===== src/rtl/ledsuit_pkg.sv =====
// Shared types and helpers for the LED suit display pipeline.
// Holds the scheduler state encoding and microsecond-to-cycle conversion.
package ledsuit_pkg;

    typedef enum logic [2:0] {
        ST_IDLE  = 3'd0,
        ST_SWAP  = 3'd1,
        ST_START = 3'd2,
        ST_RUN   = 3'd3,
        ST_LATCH = 3'd4
    } fsm_state_t;

    localparam int NUM_DRIVERS_DEF = 8;

    function automatic int us_to_cyc(input int us, input int mhz);
        return us * mhz;
    endfunction

    function automatic int max_int(input int a, input int b);
        return (a > b) ? a : b;
    endfunction

endpackage


===== src/rtl/frame_scheduler_sat_timer.sv =====
// Saturating up-counter: load a start value, count toward a limit and hold there.
// o_done is high whenever the count has reached the limit.
module sat_timer #(
    parameter int             W       = 8,
    parameter logic [W-1:0]   RST_VAL = '0
) (
    input  logic         clk,
    input  logic         rst_n,
    input  logic         i_load,
    input  logic [W-1:0] i_load_val,
    input  logic         i_count,
    input  logic [W-1:0] i_limit,
    output logic         o_done
);

    logic [W-1:0] r_cnt;

    assign o_done = (r_cnt >= i_limit);

    // Counter register: load wins over count, count stops at the limit.
    always_ff @(posedge clk or negedge rst_n) begin
        if (!rst_n) begin
            r_cnt <= RST_VAL;
        end else if (i_load) begin
            r_cnt <= i_load_val;
        end else if (i_count && (r_cnt < i_limit)) begin
            r_cnt <= r_cnt + 1'b1;
        end else begin
            r_cnt <= r_cnt;
        end
    end

endmodule


===== src/rtl/frame_scheduler.sv =====
// Double-buffered frame sequencer: commits SPI frames, swaps banks when drivers are idle,
// staggers driver start pulses, then enforces the latch gap and minimum frame period.
module frame_scheduler
    import ledsuit_pkg::*;
#(
    parameter int NUM_DRIVERS    = NUM_DRIVERS_DEF,
    parameter int CLOCK_RATE_MHZ = 50,
    parameter int LATCH_US       = 300,
    parameter int MIN_FRAME_US   = 10000,
    parameter int STAGGER_CYC    = 16
) (
    input  logic                   clk,
    input  logic                   rst_n,
    input  logic                   enable,
    input  logic                   spi_selected,
    input  logic                   spi_done,
    input  logic [NUM_DRIVERS-1:0] drv_busy,
    output logic [NUM_DRIVERS-1:0] drv_start,
    output logic                   rd_bank,
    output logic                   wr_bank,
    output logic                   frame_pending,
    output logic [15:0]            frame_count,
    output logic [7:0]             overrun_count
);

    localparam int LATCH_CYC  = us_to_cyc(LATCH_US, CLOCK_RATE_MHZ);
    localparam int PERIOD_CYC = max_int(us_to_cyc(MIN_FRAME_US, CLOCK_RATE_MHZ), 1);
    localparam int LAT_LIM_I  = max_int(LATCH_CYC - 1, 0);
    localparam int STG_LIM_I  = max_int(STAGGER_CYC - 1, 0);
    localparam int LAT_W      = $clog2(max_int(LAT_LIM_I, STG_LIM_I) + 2);
    localparam int PER_W      = $clog2(PERIOD_CYC + 1);
    localparam int IDX_W      = (NUM_DRIVERS > 1) ? $clog2(NUM_DRIVERS) : 1;

    localparam logic [LAT_W-1:0]       LAT_LIM  = LAT_W'(LAT_LIM_I);
    localparam logic [LAT_W-1:0]       STG_LIM  = LAT_W'(STG_LIM_I);
    localparam logic [LAT_W-1:0]       LAT_ZERO = LAT_W'(0);
    localparam logic [PER_W-1:0]       PER_LIM  = PER_W'(PERIOD_CYC);
    localparam logic [PER_W-1:0]       PER_ONE  = PER_W'(1);
    localparam logic [IDX_W-1:0]       LAST_IDX = IDX_W'(NUM_DRIVERS - 1);
    localparam logic [NUM_DRIVERS-1:0] DRV_ONE  = NUM_DRIVERS'(1);

    fsm_state_t             r_state;
    logic [IDX_W-1:0]       r_idx;
    logic                   r_guard;
    logic [NUM_DRIVERS-1:0] r_drv_start;
    logic                   r_rd_bank;
    logic                   r_wr_bank;
    logic [15:0]            r_frame_count;
    logic                   r_sel_q;
    logic [1:0]             r_byte_cnt;
    logic                   r_pending;
    logic [7:0]             r_overrun;

    logic                   w_sel_fall;
    logic                   w_commit;
    logic                   w_go;
    logic                   w_lat_load;
    logic                   w_lat_done;
    logic [LAT_W-1:0]       w_lat_limit;
    logic                   w_per_done;

    assign w_sel_fall = r_sel_q & ~spi_selected;
    assign w_commit   = w_sel_fall & (r_byte_cnt != 2'd0);

    // Waiting for sel_q to drop as well keeps a commit from ever landing on the SWAP cycle.
    assign w_go = (r_state == ST_IDLE) & r_pending & enable & w_per_done
                  & ~spi_selected & ~r_sel_q;

    // One counter serves both the stagger spacing in START and the latch gap in LATCH.
    assign w_lat_load  = ((r_state != ST_START) && (r_state != ST_LATCH))
                         || ((r_state == ST_START) && w_lat_done);
    assign w_lat_limit = (r_state == ST_LATCH) ? LAT_LIM : STG_LIM;

    sat_timer #(
        .W       (LAT_W),
        .RST_VAL (LAT_ZERO)
    ) u_lat_timer (
        .clk        (clk),
        .rst_n      (rst_n),
        .i_load     (w_lat_load),
        .i_load_val (LAT_ZERO),
        .i_count    (1'b1),
        .i_limit    (w_lat_limit),
        .o_done     (w_lat_done)
    );

    // Loaded with 1 on the way into SWAP so the SWAP cycle itself counts toward the period.
    sat_timer #(
        .W       (PER_W),
        .RST_VAL (PER_LIM)
    ) u_period_timer (
        .clk        (clk),
        .rst_n      (rst_n),
        .i_load     (w_go),
        .i_load_val (PER_ONE),
        .i_count    (1'b1),
        .i_limit    (PER_LIM),
        .o_done     (w_per_done)
    );

    // SPI transaction tracking: byte counter, pending flag and overrun statistics.
    always_ff @(posedge clk or negedge rst_n) begin
        if (!rst_n) begin
            r_sel_q    <= 1'b0;
            r_byte_cnt <= 2'd0;
            r_pending  <= 1'b0;
            r_overrun  <= 8'd0;
        end else begin
            r_sel_q <= spi_selected;
            if (w_sel_fall) begin
                r_byte_cnt <= 2'd0;
            end else if (spi_selected && spi_done && (r_byte_cnt != 2'd3)) begin
                r_byte_cnt <= r_byte_cnt + 2'd1;
            end else begin
                r_byte_cnt <= r_byte_cnt;
            end
            if (w_commit) begin
                r_pending <= 1'b1;
            end else if (r_state == ST_SWAP) begin
                r_pending <= 1'b0;
            end else begin
                r_pending <= r_pending;
            end
            if (w_commit && r_pending && (r_overrun != 8'hFF)) begin
                r_overrun <= r_overrun + 8'd1;
            end else begin
                r_overrun <= r_overrun;
            end
        end
    end

    // Frame sequencing FSM with registered bank selects and start pulses.
    always_ff @(posedge clk or negedge rst_n) begin
        if (!rst_n) begin
            r_state       <= ST_IDLE;
            r_idx         <= '0;
            r_guard       <= 1'b0;
            r_drv_start   <= '0;
            r_rd_bank     <= 1'b0;
            r_wr_bank     <= 1'b1;
            r_frame_count <= 16'd0;
        end else begin
            case (r_state)
                ST_IDLE: begin
                    r_drv_start <= '0;
                    if (w_go) begin
                        r_state <= ST_SWAP;
                    end else begin
                        r_state <= ST_IDLE;
                    end
                end
                ST_SWAP: begin
                    r_rd_bank     <= ~r_rd_bank;
                    r_wr_bank     <= r_rd_bank;
                    r_frame_count <= r_frame_count + 16'd1;
                    r_idx         <= '0;
                    r_drv_start   <= DRV_ONE;
                    r_state       <= ST_START;
                end
                ST_START: begin
                    if (r_idx == LAST_IDX) begin
                        r_drv_start <= '0;
                        r_guard     <= 1'b1;
                        r_state     <= ST_RUN;
                    end else if (w_lat_done) begin
                        r_drv_start <= DRV_ONE << (r_idx + 1'b1);
                        r_idx       <= r_idx + 1'b1;
                    end else begin
                        r_drv_start <= '0;
                    end
                end
                ST_RUN: begin
                    r_drv_start <= '0;
                    // The last driver only raises busy one cycle after its pulse.
                    if (r_guard) begin
                        r_guard <= 1'b0;
                    end else if (drv_busy == '0) begin
                        r_state <= ST_LATCH;
                    end else begin
                        r_state <= ST_RUN;
                    end
                end
                ST_LATCH: begin
                    r_drv_start <= '0;
                    if (w_lat_done) begin
                        r_state <= ST_IDLE;
                    end else begin
                        r_state <= ST_LATCH;
                    end
                end
                default: begin
                    r_drv_start <= '0;
                    r_state     <= ST_IDLE;
                end
            endcase
        end
    end

    assign drv_start     = r_drv_start;
    assign rd_bank       = r_rd_bank;
    assign wr_bank       = r_wr_bank;
    assign frame_pending = r_pending;
    assign frame_count   = r_frame_count;
    assign overrun_count = r_overrun;

endmodule

===== config.mk =====
export PLATFORM = sky130hd
export DESIGN_NAME = frame_scheduler
export DESIGN_NICKNAME = d
export VERILOG_FILES = /design/src/rtl/ledsuit_pkg.sv /design/src/rtl/frame_scheduler_sat_timer.sv /design/src/rtl/frame_scheduler.sv
export SDC_FILE = /design/constraint.sdc
export NUM_CORES = 1
export LEC_CHECK = 0
export BUFFER_PORTS_ARGS = -buffer_cell sky130_fd_sc_hd__buf_2
export CAP_MARGIN = 20
export CORE_UTILIZATION = 54
export DETAILED_ROUTE_END_ITERATION = 16
export HOLD_SLACK_MARGIN = 0.15
export PLACE_DENSITY_LB_ADDON = 0.2
export SLEW_MARGIN = 10
export SYNTH_ARGS = -nofsm -noshare
export SYNTH_HDL_FRONTEND = slang
export SYNTH_HIERARCHICAL = 1
export SYNTH_SLANG_ARGS = --single-unit

===== constraint.sdc =====
create_clock -name clk -period 3 [get_ports clk]
set_input_delay 0.45 -clock clk [delete_from_list [all_inputs] [get_ports clk]]
set_output_delay 0.45 -clock clk [all_outputs]
set_load 0.03 [all_outputs]

### Word-level counts from Yosys, hierarchy flattened

Index checks and enable logic that the tools add are counted.

| cells by class | value |
|---|---|
| eq/ne operators | 13 |
| bitwise gates (word level) | 10 |
| order comparisons | 4 |
| reduce and logical (&&, ||, !) cells | 19 |
| muxes and demuxes | 23 |
| shifts and indexed selects | 1 |
| $add $sub $neg | 6 |

Operators by type and width:

| operator | number |
|---|---|
| 14-bit two-way mux | 3 |
| 19-bit two-way mux | 2 |
| 19-bit by 1-bit adder with 19-bit output, second input constant | 1 |
| 19-bit >= comparator, second input constant | 1 |
| 19-bit less-than comparator, second input constant | 1 |
| 3-bit two-way mux | 6 |
| 16-bit by 1-bit adder with 16-bit output, second input constant | 1 |
| 8-bit two-way mux | 2 |
| 8-bit case mux with 2 select lines | 1 |
| 3-bit case mux with 5 select lines | 1 |
| 14-bit by 1-bit adder with 14-bit output, second input constant | 1 |
| 14-bit >= comparator | 1 |
| 14-bit less-than comparator | 1 |
| 2-bit nonzero test | 7 |
| 8-bit by 1-bit adder with 8-bit output, second input constant | 1 |
| 8-bit zero test | 1 |
| 2-bit inequality test, second input constant | 4 |
| 8-bit inequality test, second input constant | 1 |
| 1-bit by 3-bit left shift with 8-bit output, first input constant | 1 |
| 1-bit AND | 7 |
| 3-bit by 2-bit == test with 1-bit output, second input constant | 2 |
| 3-bit == test, second input constant | 2 |
| 1-bit logical AND | 6 |
| 3-bit case mux with 2 select lines | 1 |
| other kinds (14) | 21 |

| storage, ports and cells | value |
|---|---|
| input port bits | 13 |
| register bits | 78 |

### Longest topological paths before layout

| depth | value |
|---|---|
| word-level depth | 8 |
| gate-level depth with buffers | 16 |
| mapped depth without buffers | 15 |

### Hierarchy

The synthesis kept the hierarchy.

By module, submodules not included:

| module | area an instance (um^2) | cells each | times used | seq. area each (um^2) |
|---|---|---|---|---|
| frame_scheduler | 2,107.0 | 193 | 1 | 1,127.3 |
| sat_timer at u_period_timer | 1,655.3 | 196 | 1 | 484.2 |
| sat_timer at u_lat_timer | 1,169.9 | 145 | 1 | 350.3 |

### Worst setup path after synthesis

No wires, ideal clock.

| timing | value |
|---|---|
| path type | register to register |
| start | register u_period_timer.r_cnt[17] |
| end | register u_period_timer.r_cnt[1] |
| stages on the path, launching flop included | 11 |
| setup time | 125 ps |
| clock period less this slack | 2,830 ps |
| arrival | 2,705 ps |
| buffers on the path | 3 |
| slack | 170 ps |
| cell sequence | dfstp_2 ha_1 and4_1 nand4_1 clkbuf_1 o21ai_0 and4b_1 and3_1 clkbuf_1 clkbuf_1 mux2_2 |

| between the ends | value |
|---|---|
| longest elaborated chain between the ends | 5 |
| elaborated cells between the ends (all ways) | 7 |

Ends and longest elaborated chain:

| what | RTL line | text |
|---|---|---|
| from (decl) | frame_scheduler_sat_timer.sv:16 | `logic [W-1:0] r_cnt;` |
| from (signal assigned) | frame_scheduler_sat_timer.sv:25 | `r_cnt <= i_load_val;` |
| from (signal assigned) | frame_scheduler_sat_timer.sv:27 | `r_cnt <= r_cnt + 1'b1;` |
| from (signal assigned) | frame_scheduler_sat_timer.sv:29 | `r_cnt <= r_cnt;` |
| 19-bit >= comparator (*) | frame_scheduler_sat_timer.sv:18 | `assign o_done = (r_cnt >= i_limit);` |
| net w_per_done | frame_scheduler.sv:60 | `logic w_per_done;` |
| 1-bit AND (*) | frame_scheduler.sv:66 | `assign w_go = (r_state == ST_IDLE) & r_pending & enable & w_per_done` |
| 1-bit AND (*) (2 in series) | frame_scheduler.sv:67 | `& ~spi_selected & ~r_sel_q;` |
| net w_go | frame_scheduler.sv:56 | `logic w_go;` |
| 19-bit two-way mux or 2-bit nonzero test (tied branches) | - |  |

The timed path passes the listed nets; every way through them passes the cells marked *.
A chain may end at the register's enable or synchronous reset.

### Final worst setup path

| timing | value |
|---|---|
| start | register u_period_timer.r_cnt[10] |
| end | register u_period_timer.r_cnt[1] |

The elaborated chain is that of the path after synthesis.

==> results.py <==
metrics = {
    "status": {
        "status": "finished, final reports clean",
    },
    "sta": {
        "final_max_slew_viol_count": 0,
        "relSlewSlack_pct": 48.6,
        "finalSetupTns_ps": 0,
        "hold_viol": 0,
        "clock.fmax_ghz": 0.355,
        "rsz0062_at_grt": "no",
        "layout_min_cycle_time_ps": 2820,
        "finalSetupViolCount": 0,
        "tightest_slew_ps": 769,
        "clock_skew_ps": 14.1,
        "finalCritPeriodShare_pct": 93.9,
    },
    "global_route": {
        "grt_pass1_vias": 4007,
        "grt_pass1_wl_um": 17400,
        "grtUsageTotal_pct": 22.5,
        "grt_max_degree": 79,
        "grt_overflow": 0,
        "antenna_found_initial": 0,
    },
    "synthesis": {
        "synth_seq_cells": 78,
        "synth_area_leaders": "dfrtp_1 (36%), ha_1 (11%), xor2_1 (5.1%), nand2_1 (5.0%), dfstp_2 (4.3%)",
        "async_flop_share_pct": 100,
        "syn-cell-area_sq_mm": 0.00493,
        "yosysSeqAreaShare_pct": 39.8,
        "synth_flop_cell": "dfrtp_1",
        "netlist.area_leader.share_pct": 35.5,
        "ys_types": 58,
        "synth_edf_count": 0,
        "yosysTopAreaCell": "dfrtp_1",
        "avgSynthCellArea_sq_um": 9.24,
        "yosys_warnings": 6,
        "synthCells": 534,
    },
    "setup_path": {
        "cp_data_arrival_time_ps": 3070,
        "crit_required_ps": 3250,
        "r2r_slack_ps": 180,
        "crit_path_end_kind": "flip-flop",
        "reg2reg_from": "u_period_timer/r_cnt[10]$_DFFE_PN0P_",
        "crit_fanout": 21,
        "critical_path_class": "flip-flop to flip-flop",
        "rr_worst_depth": 9,
        "startpoint": "u_period_timer/r_cnt[10]$_DFFE_PN0P_",
        "reg2reg_to": "u_period_timer/r_cnt[1]$_DFFE_PN0P_",
        "worstSetupStartpointType": "flip-flop",
    },
    "route": {
        "vias": 4064,
        "post_drt_wl_per_cell_um": 13.0,
        "wirelength_um": 9980,
        "via_per_inst": 5.31,
        "drc": 0,
        "ant_nets": 0,
        "first_pass_iters": 4,
        "drtIter0Drc": 103,
    },
    "pwr": {
        "peakVddDrop_mv": 0.555,
        "power_density_mw_per_mm2": 546,
        "p_leak_uw": 0.00294,
        "power.total_uw": 3150,
    },
    "hold_path": {
        "whs_path_depth": 1,
        "whs_endpoint": "r_sel_q$_DFF_PN0_",
        "hold_path.startpoint": "spi_selected",
        "holdCritPathClass": "input pin to flip-flop",
    },
    "clock_tree": {
        "htreeDepth": 3,
        "post_cts.repair.setup_buffers": 0,
        "path_clk_slew_ps": 90,
        "cts_root_buf": "clkbuf_8",
        "clk_latency_ps": 370,
        "tritoncts": "yes",
        "cts.path.max_buffers": 2,
        "clock_sinks": 78,
        "numCtsBuffers": 9,
    },
    "cells_and_area": {
        "area_delta_synth_final_pct": 17.0,
        "drive_gt1_share_pct": 15.4,
        "layout_commonest_cell": "dfrtp_1",
        "antenna_cells": 0,
        "num-nets-final": 710,
        "final_cell_mix": "dfrtp_1 (70), nand2_1 (66), conb_1 (61), buf_2 (46)",
        "fin_util_pct": 65.9,
    },
    "placed_design": {
        "post-dp-hpwl_um": 7460,
        "gp_congestion": 0.825,
        "numPortBuffers": 47,
    },
    "die": {
        "initial_core_util_pct": 56.3,
        "core_sq_mm": 0.00876,
        "rows": 34,
        "design.die.area_sq_mm": 0.00952,
        "die_w_um": 97.6,
        "ios": 48,
        "die_h_um": 97.6,
    },
    "flow_run": {
        "drv_cap": 0,
    },
}
## per-stage QoR
stage	setup slack, ps	instance area [sq um]	hold WS, ps	std cells
floorplan	170	5150	154	593
CTS	110	5730	255	763
global route	28.0	5770	259	765
global placement	192	5550	448	747
finish	183	5770	273	765
detailed placement	177	5550	449	747
## critical path, cell delays in order, from the launching register on
cell and delay, ps:
dfrtp_1 450, ha_1 350, nand4_1 130, a311oi_1 280, a211oi_1 110, o21ai_0 240, and4b_1 210, and3_1 290
buf_4 280, mux2_2 350
## final cells by class
cell class                      count  area, sq um
Clock buffer                        9          124
Timing Repair Buffer               63          373
Inverter                           47          176
Clock inverter                      7         56.3
Fill cell                         757         2990
Multi-Input combinational cell    453         2950
Sequential cell                    78         1960
Tap cell                          108          135
## how the worst max path moves through the flow
stage	to	slack, ps	depth (start not counted)
2_1_floorplan	u_period_timer/r_cnt[1]$_DFFE_PN0P_	170	10
3_3_place_gp	u_period_timer/r_cnt[18]$_DFFE_PN1P_	190	9
3_5_place_dp	u_period_timer/r_cnt[5]$_DFFE_PN1P_	180	11
4_1_cts	u_period_timer/r_cnt[18]$_DFFE_PN1P_	110	9
5_1_grt	u_period_timer/r_cnt[11]$_DFFE_PN0P_	30	11
6_report	u_period_timer/r_cnt[1]$_DFFE_PN0P_	180	9
## cell families (layout without fill, tap and decap cells)
group,after synthesis,count (layout),synth area share (%)
xor gates and xnor gates,45,45,7.99
DFF,78,78,39.8
adders and majority gates,45,45,11.4
buffers and inverters,62,126,5.15
and+or+nand+nor,195,195,20.6
muxes,5,5,1.09
AOI/OAI and AO/OA,102,102,13.8
other,2,61,0.152
## cell usage after synthesis (2+ instances only)
cell type  count
a21oi_2        2
a22o_1         2
mux2i_1        2
o211ai_2       2
xor2_1        29
nand2_1       66
o211ai_1       9
a22oi_1        4
nand2b_1       4
a31oi_1        8
nand3b_1       2
o21ai_1        5
xnor2_1       16
a211oi_1       4
a21oi_1       14
and3_1        18
nor2_1        21
buf_6          2
o2111ai_1      5
and2_1         9
mux2_1         2
o31ai_1        3
nand4_1       17
o21ai_0       30
inv_1         47
conb_1         2
nand3_1       21
nor3_1         9
or4_1          3
ha_1          45
dfstp_2        8
buf_2          2
nor3b_1        2
dfrtp_1       70
and4_1         6
nor2b_1        6
or3_1          3
nor4_1         2
clkbuf_1      10
a21o_1         4
## timing repair
item	in CTS	in global routing
setup endpoints to repair	0	8
gates resized for setup	0	4
hold buffers	0	1
endpoints found under the hold margin	0	29
## sequential cells by signal (all words and copies together), names as in the netlist
signal	cells
r_byte_cnt	2
r_guard	1
u_period_timer/r_cnt	19
r_idx	3
rd_bank	1
frame_pending	1
wr_bank	1
r_state	3
overrun_count	8
r_sel_q	1
drv_start	8
frame_count	16
u_lat_timer/r_cnt	14
## per-layer routing
metal | track usage [%] | wire, um | share of wire [%]
met2 | 39.6 | 5020 | 50
met1 | 26.7 | 4500 | 45
met5 | 0 | 0 | 0
met4 | 9.16 | 163 | 1.6
met3 | 4.32 | 289 | 2.9
## power breakdown
| group | switching (uW) | leakage [uW] | internal (uW) | total (uW) |
|---|---|---|---|---|
| Clock | 427 | 0.0000902 | 309 | 735 |
| Combinational | 597 | 0.00186 | 404 | 1000 |
| Sequential | 187 | 0.000988 | 1230 | 1410 |
| Total | 1210 | 0.00294 | 1940 | 3150 |
(Power assumes the default switching activity.)
